===== src/rtl/mem_arbiter_pkg.sv =====
// Shared types and defaults for the mem_arbiter block: FSM state encoding,
// memory read/write encoding and default parameter values.
package mem_arbiter_pkg;

  typedef enum logic [1:0] {
    ST_IDLE = 2'd0,
    ST_INST = 2'd1,
    ST_DATA = 2'd2
  } state_e;

  localparam logic RW_READ  = 1'b0;
  localparam logic RW_WRITE = 1'b1;

  localparam int DEF_ADDR_W       = 32;
  localparam int DEF_DATA_W       = 32;
  localparam int DEF_LINE_WORDS   = 4;
  localparam int DEF_STARVE_LIMIT = 8;

endpackage


===== src/rtl/mem_arbiter_beat_counter.sv =====
// Beat index within the current memory transaction, last-beat detection and
// formation of the per-beat memory address.
module mem_arbiter_beat_counter
  import mem_arbiter_pkg::*;
#(
  parameter int ADDR_W     = DEF_ADDR_W,
  parameter int LINE_WORDS = DEF_LINE_WORDS,
  parameter int BEAT_W     = $clog2(LINE_WORDS)
) (
  input  logic              clk_i,
  input  logic              rst_i,
  input  logic              clr_i,
  input  logic              inc_i,
  input  logic              burst_i,
  input  logic [ADDR_W-1:0] base_addr_i,
  output logic [BEAT_W-1:0] beat_o,
  output logic              last_o,
  output logic [ADDR_W-1:0] addr_o
);

  logic [BEAT_W-1:0] beat_q, beat_d;

  // Clear wins over increment so a completing last beat leaves the index at 0.
  always_comb begin
    beat_d = beat_q;
    if (clr_i) begin
      beat_d = '0;
    end else if (inc_i) begin
      beat_d = beat_q + BEAT_W'(1);
    end
  end

  always_ff @(posedge clk_i) begin
    if (rst_i) begin
      beat_q <= '0;
    end else begin
      beat_q <= beat_d;
    end
  end

  assign beat_o = beat_q;
  assign last_o = !burst_i || (beat_q == BEAT_W'(LINE_WORDS - 1));
  assign addr_o = burst_i ? {base_addr_i[ADDR_W-1:BEAT_W+2], beat_q, 2'b00}
                          : base_addr_i;

endmodule


===== src/rtl/mem_arbiter.sv =====
// Arbitrates instruction line fetches and data accesses onto one memory port.
// Define MEM_ARBITER_STARVE_GUARD_EN to force an instruction grant after STARVE_LIMIT data grants.
module mem_arbiter
  import mem_arbiter_pkg::*;
#(
  parameter int ADDR_W       = DEF_ADDR_W,
  parameter int DATA_W       = DEF_DATA_W,
  parameter int LINE_WORDS   = DEF_LINE_WORDS,
  parameter int STARVE_LIMIT = DEF_STARVE_LIMIT
) (
  input  logic                          in_Clock,
  input  logic                          in_Reset,
  input  logic                          in_InstructionRequest,
  input  logic [ADDR_W-1:0]             in_InstructionAddress,
  output logic [DATA_W-1:0]             out_InstructionData,
  output logic                          out_InstructionValid,
  output logic                          out_InstructionDone,
  input  logic                          in_DataRequest,
  input  logic [ADDR_W-1:0]             in_DataAddress,
  input  logic                          in_DataRW,
  input  logic                          in_DataBurst,
  input  logic [DATA_W-1:0]             in_DataWriteData,
  output logic [$clog2(LINE_WORDS)-1:0] out_DataBeat,
  output logic [DATA_W-1:0]             out_DataReadData,
  output logic                          out_DataValid,
  output logic                          out_DataDone,
  output logic                          out_MemoryRequest,
  output logic [ADDR_W-1:0]             out_MemoryAddress,
  output logic                          out_MemoryRW,
  output logic [DATA_W-1:0]             out_MemoryWriteData,
  input  logic [DATA_W-1:0]             in_MemoryReadData,
  input  logic                          in_MemoryWait
);

  localparam int BEAT_W = $clog2(LINE_WORDS);

  state_e              state_q, state_d;
  logic                owner_req, beat_done, last_done, is_last, force_inst;
  logic [BEAT_W-1:0]   beat;
  logic [ADDR_W-1:0]   beat_addr;

  assign owner_req = (state_q == ST_INST) ? in_InstructionRequest :
                     (state_q == ST_DATA) ? in_DataRequest : 1'b0;
  assign beat_done = (state_q != ST_IDLE) && !in_MemoryWait;
  assign last_done = beat_done && owner_req && is_last;

  always_comb begin
    state_d = state_q;
    case (state_q)
      ST_IDLE: begin
        if (in_DataRequest && !force_inst) begin
          state_d = ST_DATA;
        end else if (in_InstructionRequest) begin
          state_d = ST_INST;
        end
      end
      ST_INST, ST_DATA: begin
        // A withdrawn request or a finished last beat both end the transaction.
        if (!owner_req || last_done) begin
          state_d = ST_IDLE;
        end
      end
      default: state_d = ST_IDLE;
    endcase
  end

  always_ff @(posedge in_Clock) begin
    if (in_Reset) begin
      state_q <= ST_IDLE;
    end else begin
      state_q <= state_d;
    end
  end

`ifdef MEM_ARBITER_STARVE_GUARD_EN
  localparam int STARVE_W = $clog2(STARVE_LIMIT + 1);
  logic [STARVE_W-1:0] starve_q, starve_d;
  logic                starve_hit;

  assign starve_hit = (starve_q >= STARVE_W'(STARVE_LIMIT));
  assign force_inst = starve_hit && in_InstructionRequest;

  // Counts data grants taken past a waiting fetch; saturates at the limit.
  always_comb begin
    starve_d = starve_q;
    if (state_q == ST_IDLE && state_d == ST_INST) begin
      starve_d = '0;
    end else if (state_q == ST_IDLE && state_d == ST_DATA &&
                 in_InstructionRequest && !starve_hit) begin
      starve_d = starve_q + STARVE_W'(1);
    end
  end

  always_ff @(posedge in_Clock) begin
    if (in_Reset) begin
      starve_q <= '0;
    end else begin
      starve_q <= starve_d;
    end
  end
`else
  assign force_inst = 1'b0;
`endif

  mem_arbiter_beat_counter #(
    .ADDR_W     (ADDR_W),
    .LINE_WORDS (LINE_WORDS),
    .BEAT_W     (BEAT_W)
  ) u_beat (
    .clk_i       (in_Clock),
    .rst_i       (in_Reset),
    .clr_i       (state_d == ST_IDLE),
    .inc_i       (beat_done),
    .burst_i     ((state_q == ST_DATA) ? in_DataBurst : 1'b1),
    .base_addr_i ((state_q == ST_DATA) ? in_DataAddress : in_InstructionAddress),
    .beat_o      (beat),
    .last_o      (is_last),
    .addr_o      (beat_addr)
  );

  assign out_InstructionValid = beat_done && !in_Reset && (state_q == ST_INST);
  assign out_InstructionDone  = last_done && !in_Reset && (state_q == ST_INST);
  assign out_DataValid        = beat_done && !in_Reset && (state_q == ST_DATA);
  assign out_DataDone         = last_done && !in_Reset && (state_q == ST_DATA);
  assign out_InstructionData  = in_MemoryReadData;
  assign out_DataReadData     = in_MemoryReadData;
  assign out_DataBeat         = beat;

  assign out_MemoryRequest    = (state_q != ST_IDLE);
  assign out_MemoryAddress    = beat_addr;
  assign out_MemoryRW         = (state_q == ST_DATA) ? in_DataRW : RW_READ;
  assign out_MemoryWriteData  = (state_q == ST_DATA) ? in_DataWriteData : '0;

endmodule

===== config.mk =====
export PLATFORM = sky130hd
export DESIGN_NAME = mem_arbiter
export DESIGN_NICKNAME = d
export VERILOG_FILES = /design/src/rtl/mem_arbiter_pkg.sv /design/src/rtl/mem_arbiter_beat_counter.sv /design/src/rtl/mem_arbiter.sv
export SDC_FILE = /design/constraint.sdc
export NUM_CORES = 1
export LEC_CHECK = 0
export CORE_AREA = 2 2 105 107
export CTS_CLUSTER_SIZE = 8
export DETAILED_ROUTE_END_ITERATION = 10
export DIE_AREA = 0 0 107 109
export PLACE_DENSITY = 0.61
export SYNTH_ARGS = -nofsm -noshare
export SYNTH_HDL_FRONTEND = slang
export SYNTH_SLANG_ARGS = --single-unit

===== constraint.sdc =====
create_clock -name in_Clock -period 1.9 [get_ports in_Clock]
set_clock_uncertainty 0.15 [all_clocks]
set_input_delay 0.38 -clock in_Clock [delete_from_list [all_inputs] [get_ports in_Clock]]
set_output_delay 0.38 -clock in_Clock [all_outputs]
set_load 0.02 [all_outputs]

### Word-level counts from Yosys, hierarchy flattened

Cells that the tools add are included.

| operators by class | value |
|---|---|
| add/sub/neg operators | 1 |
| equality and inequality tests | 3 |
| multiplexer cells | 11 |
| reductions and logical operators | 20 |

Operators by type and width:

| kind | count |
|---|---|
| two-way mux 32 bit | 2 |
| logical AND 1 bit | 9 |
| two-way mux 2 bit | 3 |
| equality test 2 bit (second input constant) | 2 |
| logical NOT 1 bit | 4 |
| logical NOT 2 bit | 2 |
| two-way mux 1 bit | 4 |
| two-way mux 4 bit | 1 |
| case mux 2 bit (2 select lines) | 1 |
| OR reduction 2 bit | 2 |
| adder 2 x 1 -> 2 bit (second input constant) | 1 |
| equality test 2 x 1 -> 1 bit (second input constant) | 1 |
| logical OR 1 bit | 2 |
| nonzero test 2 bit | 1 |

| word-level totals | value |
|---|---|
| flip-flop bits (word level) | 4 |
| input port bits | 135 |
| output and inout port bits | 136 |
| word-level logic and storage cells | 37 |

### Logic depth before layout (Yosys ltp)

Gate-level depths: netlist of the first run.

| logic depth | value |
|---|---|
| depth in word-level cells | 10 |
| mapped depth | 7 |
| depth with buffers taken out | 6 |

### By module

From an unflattened synthesis of the first run, not the netlist that was laid out.

| second synthesis, totals | value |
|---|---|
| cells, all modules | 208 |
| area total of the unflattened synthesis | 1,687.9 um2 |

By module, submodules not included:

| module | times used | cells an instance | area each (um2) | sequential area each (um2) |
|---|---|---|---|---|
| mem_arbiter | 1 | 168 | 1,345.0 | 40.0 |
| mem_arbiter_beat_counter | 1 | 40 | 342.8 | 40.0 |

### Least setup slack after synthesis of the first run

OpenSTA, ideal clock, no wires.

| timing | value |
|---|---|
| kind | flip-flop to output port |
| start | register state_q[1] |
| end | output port out_DataDone |
| data arrival time | 1.955 ns |
| data required time | 1.370 ns |
| setup slack | -0.585 ns |
| stages on the path, launching flop included | 5 |
| path buffers | 0 |
| path through | dfxtp_1 -> inv_1 -> ha_1 -> nor4b_1 -> and3_1 |

| between the ends | value |
|---|---|
| cells in the longest elaborated chain, start to end | 7 |
| elaborated cells on any way between the ends | 13 |
| those cells by class | eq/ne: 2; mux: 3; reduce/logical: 8 |

Ends and longest elaborated chain:

| item | line | source |
|---|---|---|
| from (decl) | mem_arbiter.sv:37 | `state_e state_q, state_d;` |
| from (signal assigned) | mem_arbiter.sv:71 | `state_q <= state_d;` |
| equality test 2 bit | mem_arbiter.sv:43, mem_arbiter.sv:114, mem_arbiter.sv:124 |  |
| two-way mux 1 bit (on tied branches) | mem_arbiter.sv:43, mem_arbiter.sv:114 |  |
| two-way mux 1 bit / logical NOT 1 bit (equally long branches) | mem_arbiter.sv:42, mem_arbiter_beat_counter.sv:42 |  |
| logical AND 1 bit / logical OR 1 bit (equally long branches) | mem_arbiter.sv:45, mem_arbiter_beat_counter.sv:42 |  |
| logical AND 1 bit | mem_arbiter.sv:45 | `assign last_done = beat_done && owner_req && is_last;` |
| logical AND 1 bit | mem_arbiter.sv:124 | `assign out_DataDone = last_done && !in_Reset && (state_q == ST_DATA);` |
| logical AND 1 bit * | mem_arbiter.sv:124 |  |
| to (decl) | mem_arbiter.sv:26 | `output logic out_DataDone,` |

Every way passes the cells marked *; elsewhere a longest branch is shown, timed or not.

### Final worst setup path of the first run

| timing | value |
|---|---|
| start | register state_q[0] |
| end | output port out_MemoryAddress[2] |

| between the ends | value |
|---|---|
| cells in the longest elaborated chain, start to end | 3 |
| elaborated cells on any way between the ends | 4 |
| those cells by class | eq/ne: 1; mux: 3 |

Ends and longest elaborated chain:

| item | line | source |
|---|---|---|
| equality test 2 bit * | mem_arbiter.sv:114, mem_arbiter.sv:115 |  |
| two-way mux 32 bit / two-way mux 1 bit (equally long branches) | mem_arbiter.sv:115, mem_arbiter.sv:114 |  |
| two-way mux 4 bit * | mem_arbiter_beat_counter.sv:43 | `assign addr_o = burst_i ? {base_addr_i[ADDR_W-1:BEAT_W+2], beat_q, 2'b00}` |
| to (decl) | mem_arbiter.sv:28 | `output logic [ADDR_W-1:0] out_MemoryAddress,` |

Marks and branches as above.

==> results.md, run 1 <==
* Run status: finished with violations
* Failing checks: setup timing
* Final core occ at approximately 34%
* # IOs at 271
* Via count at 1638
* Nets at 455
* Power, Total at roughly 1.3 mW
* Final Worst Setup Slack at -0.183 ns
* CP Cell Sequence: inv_2 > ha_4 > buf_12 > nor2b_4 > mux2_4 > buf_6
* Time the worst path needs with I/O delays and setup at 2.08 ns
* Fmax achieved at about 480 MHz
* #FFs+latches synth at 4
* Initial Utilization at between 10 and 15%
* Worst Hold Depth at 3
* CP Launch Type: register
* Clock tree buffer depth at 2
* Synth cell types at 30
* Slowest Stage Delay on Critical Path at 0.32 ns
* Global Route Usage Sum at 12.5%
* Post-route DRC at 0
* CTS Buf Count at 3
* Power per cell area at between 300 and 400 nW/um^2
* CP Data Arrival Time at between 1.5 and 2 ns
* Core area at about 11000 sq um
* Max VDD drop at 0.244 mV
* Multi-input gate area at 1080 sq um
* Per-cell routed wire length at 17.0 um
* Worst-Margin Slew at 0.258 ns
* CP max stage cell: mux2_4
* R2R depth at 9
* Post-synth top area share at 33.2%
* Die area at 11700 sq um
* Cell Area, Synth at 1450 sq um
* Row cnt at 38
* Final period util at 110%
* Die width at 107 um
* Max cap viols at 0
* Slew headroom at a little over 80%
* Largest net degree at the start of global routing at 9
* # diodes at 0
* Total wire length at between 7000 and 8000 um
* Most frequent cells in the layout: clkdlybuf4s50_1, buf_6, mux2_4, and2_4, buf_4
* Sequential share of the synthesized area at 5.54%
* Final Slew Violations at 0
* CTS H-tree depth at 1
* Starting DRC count in detailed routing at 58
* Hold Buf Count CTS at 0
* Clk Latency, worst-skew pair at 0.22 ns
* Hold slack final at 0.494 ns
* Detail Placement HPWL at 5670 um
* Syn Area/Cell at 8.13 sq um
* Initial antenna violation count at 0
* Class of the most critical setup path: reg2out
* Placer Congestion at 0.745
* Hold Fails Final Rpt at 0
* Clock transition at path regs at 0.03 ns
* Fin cells at approximately 450
* Pleak at 1.60 nW
* Area grow syn2layout at 151%
* Setup-failing EPs final at 63
* Cells taking the most area after synthesis: buf_4, mux2_2, and2_1, dfxtp_1, ha_1
* Dpl cell area at 2970 sq um
* Place WS at -0.729 ns
* CP Capture Type: output port
* Worst Path Max Fanout at 4
* RSZ-0062 raised after global routing: yes
* Share of layout cells above drive strength 1 at 57.8%
* Sequential Area at 85.1 sq um
* First-pass GRT wire length at 10900 um
* IO Port Bufs at 170
* Worst path required time at about 1.4 ns
* CTS sink count at 4
* Number of global-route vias before repair at 1767
* Cell area after layout at 3630 sq um
* CTS tree: yes
* Post-Syn Nets at approximately 320
* Post-DRT Antenna Nets at 0
* Placed Instances at between 400 and 500
* Yosys warning count at 0
* Fillers at 1090
* Reg2Reg Setup Slack at 0.12 ns
* Most common cell after layout, fill and taps aside: clkdlybuf4s50_1
* Cell taking the most area after synthesis: buf_4
* Hold Path Class: reg2reg
* Setup TNS at -6.22 ns
* Routed vias/inst at 3.62
* First-pass detailed-route iteration total at 4
* GR Overflow Total at 0
* CTS root buffer: clkbuf_8
* Cells after Synth at 178
* Die height at 109 um
## power by group
part | switching (mW) | internal (mW) | total (mW)
clock network | 0.0484 | 0.135 | 0.184
registers | 0.00347 | 0.0886 | 0.0920
logic | 0.400 | 0.658 | 1.06
## state kept, by name (all words and copies together), names as in the netlist
register	count
u_beat.beat_o	2
state_q	2
## Yosys cell counts
cell      count
nor4_1        1
a21oi_1       2
nand3_1       1
ha_1          5
o21ai_4       1
o22ai_1       1
mux2i_1       1
buf_2         3
mux2_2       30
xnor2_1       1
buf_4        64
o21ai_0       2
or2_1         1
clkbuf_1      3
nor2_1        3
inv_1         4
nand2b_1      2
nor4b_1       1
nor4b_2       1
a41oi_2       1
nand2_1       4
and2_1       35
nor2b_4       1
o31a_1        1
nor2_2        1
buf_6         1
and3_1        1
o21ai_2       1
nor4_2        1
dfxtp_1       4
## per-layer routing
metal	GRT usage [%]	vias to the layer above	wire length, um
met5	0	-	0
met4	2.04	0	46
met3	3.35	12	735
met2	21.7	102	3770
met1	15.8	735	3140
li1	-	789	-
## what timing repair did
| item | 4_1_cts | 5_1_grt |
|---|---|---|
| endpoints found under the hold margin | 0 | 0 |
| buffers inserted | 11 | 1 |
| gates resized for setup | 448 | 12 |
| cloned | 8 | 0 |
| pin swaps | 4 | 5 |
| setup endpoints to repair | 69 | 66 |
## worst max-delay path, delay by kind of cell (launching register included)
family	cells	cell delay, ns
AND/OR/NAND/NOR	1	0.21
adder cells (fa/ha/maj)	1	0.16
flip-flops	1	0.31
multiplexers	1	0.32
buffers and inverters	3	0.33
## worst paths after layout
check             startpoint                   end
setup / recovery  state_q[0]  out_MemoryAddress[2]
hold / removal    state_q[1]            state_q[1]
setup reg to reg  state_q[0]      u_beat.beat_o[1]
hold reg to reg   state_q[1]            state_q[1]
## cells by family after synthesis
| logic type | count (synthesis) | share of synthesized area [%] |
|---|---|---|
| AOI/OAI and AO/OA | 9 | 5.28 |
| xor gates and xnor gates | 1 | 0.606 |
| adders and majority gates | 5 | 4.33 |
| buffers and inverters | 75 | 36.9 |
| DFF | 4 | 5.54 |
| muxes | 31 | 24.0 |
| and+or+nand+nor | 53 | 23.4 |
## cell type report
type	count	area share, %
timing repair buffer	203	61.6
multi-input combinational	99	29.7
tap	140	4.83
sequential	4	2.35
clock buffer	3	1.14
inverter	4	0.414
Note: power is estimated with default switching activity, not from simulation.
==> run 2, diff against run 1 <==
- ABC_CLOCK_PERIOD_IN_PS: default -> 1900
==> results of run 2 <==
Same layout as run 1: the final DEF is identical, and so are final timing and power.
==> run 3, diff against run 2 <==
- ABC_CLOCK_PERIOD_IN_PS: 1900 -> 1700
- CORE_AREA: 2 2 105 107 -> 2 2 104 106
- DIE_AREA: 0 0 107 109 -> 0 0 106 108
- PLACE_DENSITY: 0.61 -> 0.65
- clock period: 1.9 -> 1.7 ns (I/O delays scaled with it)
==> run 3 against run 2 <==
Against the previous run:
- setup slack worse by 0.16 ns
- routed wire length decreased by 15%
- critical endpoint is now out_MemoryAddress[3]
- combinational power about the same
- hold slack got worse by 0.0021 ns
- the flow still finishes with violations (setup timing)
==> results.md, run 3 (same netlist as run 1, synthesis figures left out) <==
* Slew headroom at 80.5%
* Post-DRT Antenna Nets at 0
* Placer Congestion at slightly above 0.7
* Failing checks: setup timing
* Hold Buf Count CTS at 0
* CTS root buffer: clkbuf_8
* Clock transition at path regs at 0.03 ns
* Max cap viols at 0
* CP Launch Type: register
* Per-cell routed wire length at 14.6 um
* RSZ-0062 raised after global routing: yes
* IO Port Bufs at between 150 and 200
* Setup-failing EPs final at 69
* Starting DRC count in detailed routing at 38
* Class of the most critical setup path: reg2out
* Area grow syn2layout at 139%
* Number of global-route vias before repair at about 1700
* CTS tree: yes
* First-pass GRT wire length at 9290 um
* Die height at about 110 um
* Fin cells at about 450
* CP Capture Type: output port
* Initial antenna violation count at 0
* Clk Latency, worst-skew pair at 0.22 ns
* Routed vias/inst at 3.70
* CP Data Arrival Time at between 1.5 and 2 ns
* Time the worst path needs with I/O delays and setup at 2.05 ns
* Row cnt at 37
* Pleak at 1.51 nW
* Die width at 106 um
* Worst path required time at 1.21 ns
* Die area at 11400 sq um
* GR Overflow Total at 0
* Worst Path Max Fanout at 7
* CTS sink count at 4
* Sequential Area at roughly 85 sq um
* Place WS at -0.853 ns
* Power per cell area at about 390 nW/um^2
* Final Worst Setup Slack at -0.345 ns
* Final period util at 120%
* Initial Utilization at 14.1%
* Core area at 10200 sq um
* Most frequent cells in the layout: clkdlybuf4s50_1, buf_6, and2_4, buf_4, mux2_4
* CTS H-tree depth at 1
* Most common cell after layout, fill and taps aside: clkdlybuf4s50_1
* Placed Instances at between 400 and 500
* Largest net degree at the start of global routing at 15
* Hold Fails Final Rpt at 0
* Worst-Margin Slew at 0.293 ns
* Hold slack final at 0.492 ns
* Final Slew Violations at 0
* # diodes at 0
* Fillers at 1043
* Global Route Usage Sum at 10.3%
* Multi-input gate area at around 1100 sq um
* Share of layout cells above drive strength 1 at 58.5%
* Run status: finished with violations
* Via count at around 1700
* Hold Path Class: in2reg
* CTS Buf Count at 3
* Clock tree buffer depth at 2
* Nets at between 400 and 500
* Total wire length at ~6600 um
* Max VDD drop at approximately 0.23 mV
* # IOs at about 270
* Fmax achieved at slightly below 500 MHz
* First-pass detailed-route iteration total at 3
* Post-route DRC at 0
* Detail Placement HPWL at 5170 um
==> run 3: cell count changes in the layout (fill, tap and decap cells not counted), moves of 3 or more <==
cell	before	now
mux2_2	0	12
buf_4	18	21
buf_16	7	0
and2_4	29	25
buf_6	67	63
mux2_4	30	18
and2_1	6	10
buf_2	5	11
==> run 3: path summary, 6_finish.rpt <==
check                           startpoint                   end  slack, ns  cells after the start
worst max-delay path            state_q[0]  out_MemoryAddress[3]      -0.35                      6
worst min-delay path              in_Reset      u_beat.beat_o[1]       0.49                      3
worst max register to register  state_q[0]      u_beat.beat_o[1]       0.09                      7
worst min register to register  state_q[1]            state_q[1]       0.51                      3
==> run 3: power by group <==
part	leakage, nW	total [mW]	internal, mW	switching, mW
Sequential	0.0337	0.103	0.0990	0.00425
Clock	0.0216	0.198	0.151	0.0474
Combinational	1.45	1.05	0.648	0.404
Total	1.51	1.35	0.898	0.456
==> run 3: critical path, stage by stage (launching register included) <==
cell	delay [ns]
dfxtp_2	0.31
inv_2	0.07
ha_4	0.21
nor2b_4	0.21
buf_12	0.12
mux2_4	0.29
buf_6	0.13
==> run 3: repair_timing <==
action                                  in CTS  in global routing
gates cloned                                 1                  2
gates resized for setup                    408                 49
endpoints found under the setup margin      73                 74
pin swaps                                    5                  3
setup buffers                                7                  7
==> run 3: per-stage QoR <==
step | power [mW] | instance area [sq um] | TNS [ns] | util [%]
CTS | 1.27 | 3240 | -16.72 | 31.6
detailed placement | 1.01 | 3070 | -38.65 | 30.0
finish | 1.35 | 3460 | -15.70 | 33.8
global route | 1.42 | 3460 | -20.10 | 33.8
floorplan | 0.709 | 1550 | -0.429 | -
global placement | 1.01 | 3070 | -37.70 | 30.0
==> run 3: final cells by class <==
cell class                      instances  share of cell area (%)
Tap cell                              136                    4.92
Multi-Input combinational cell         99                    30.8
Timing Repair Buffer                  203                    60.2
Sequential cell                         4                    2.46
Clock buffer                            3                    1.19
Inverter                                4                   0.434
==> run 3: per-layer routing <==
metal  GRT usage (%)  vias to the layer above  share of wire [%]
met1            11.9                      769                 41
li1                -                      788                  -
met4            4.79                        0                3.2
met3            2.77                       17                8.3
met5               0                        -                  0
met2            17.7                       88                 48
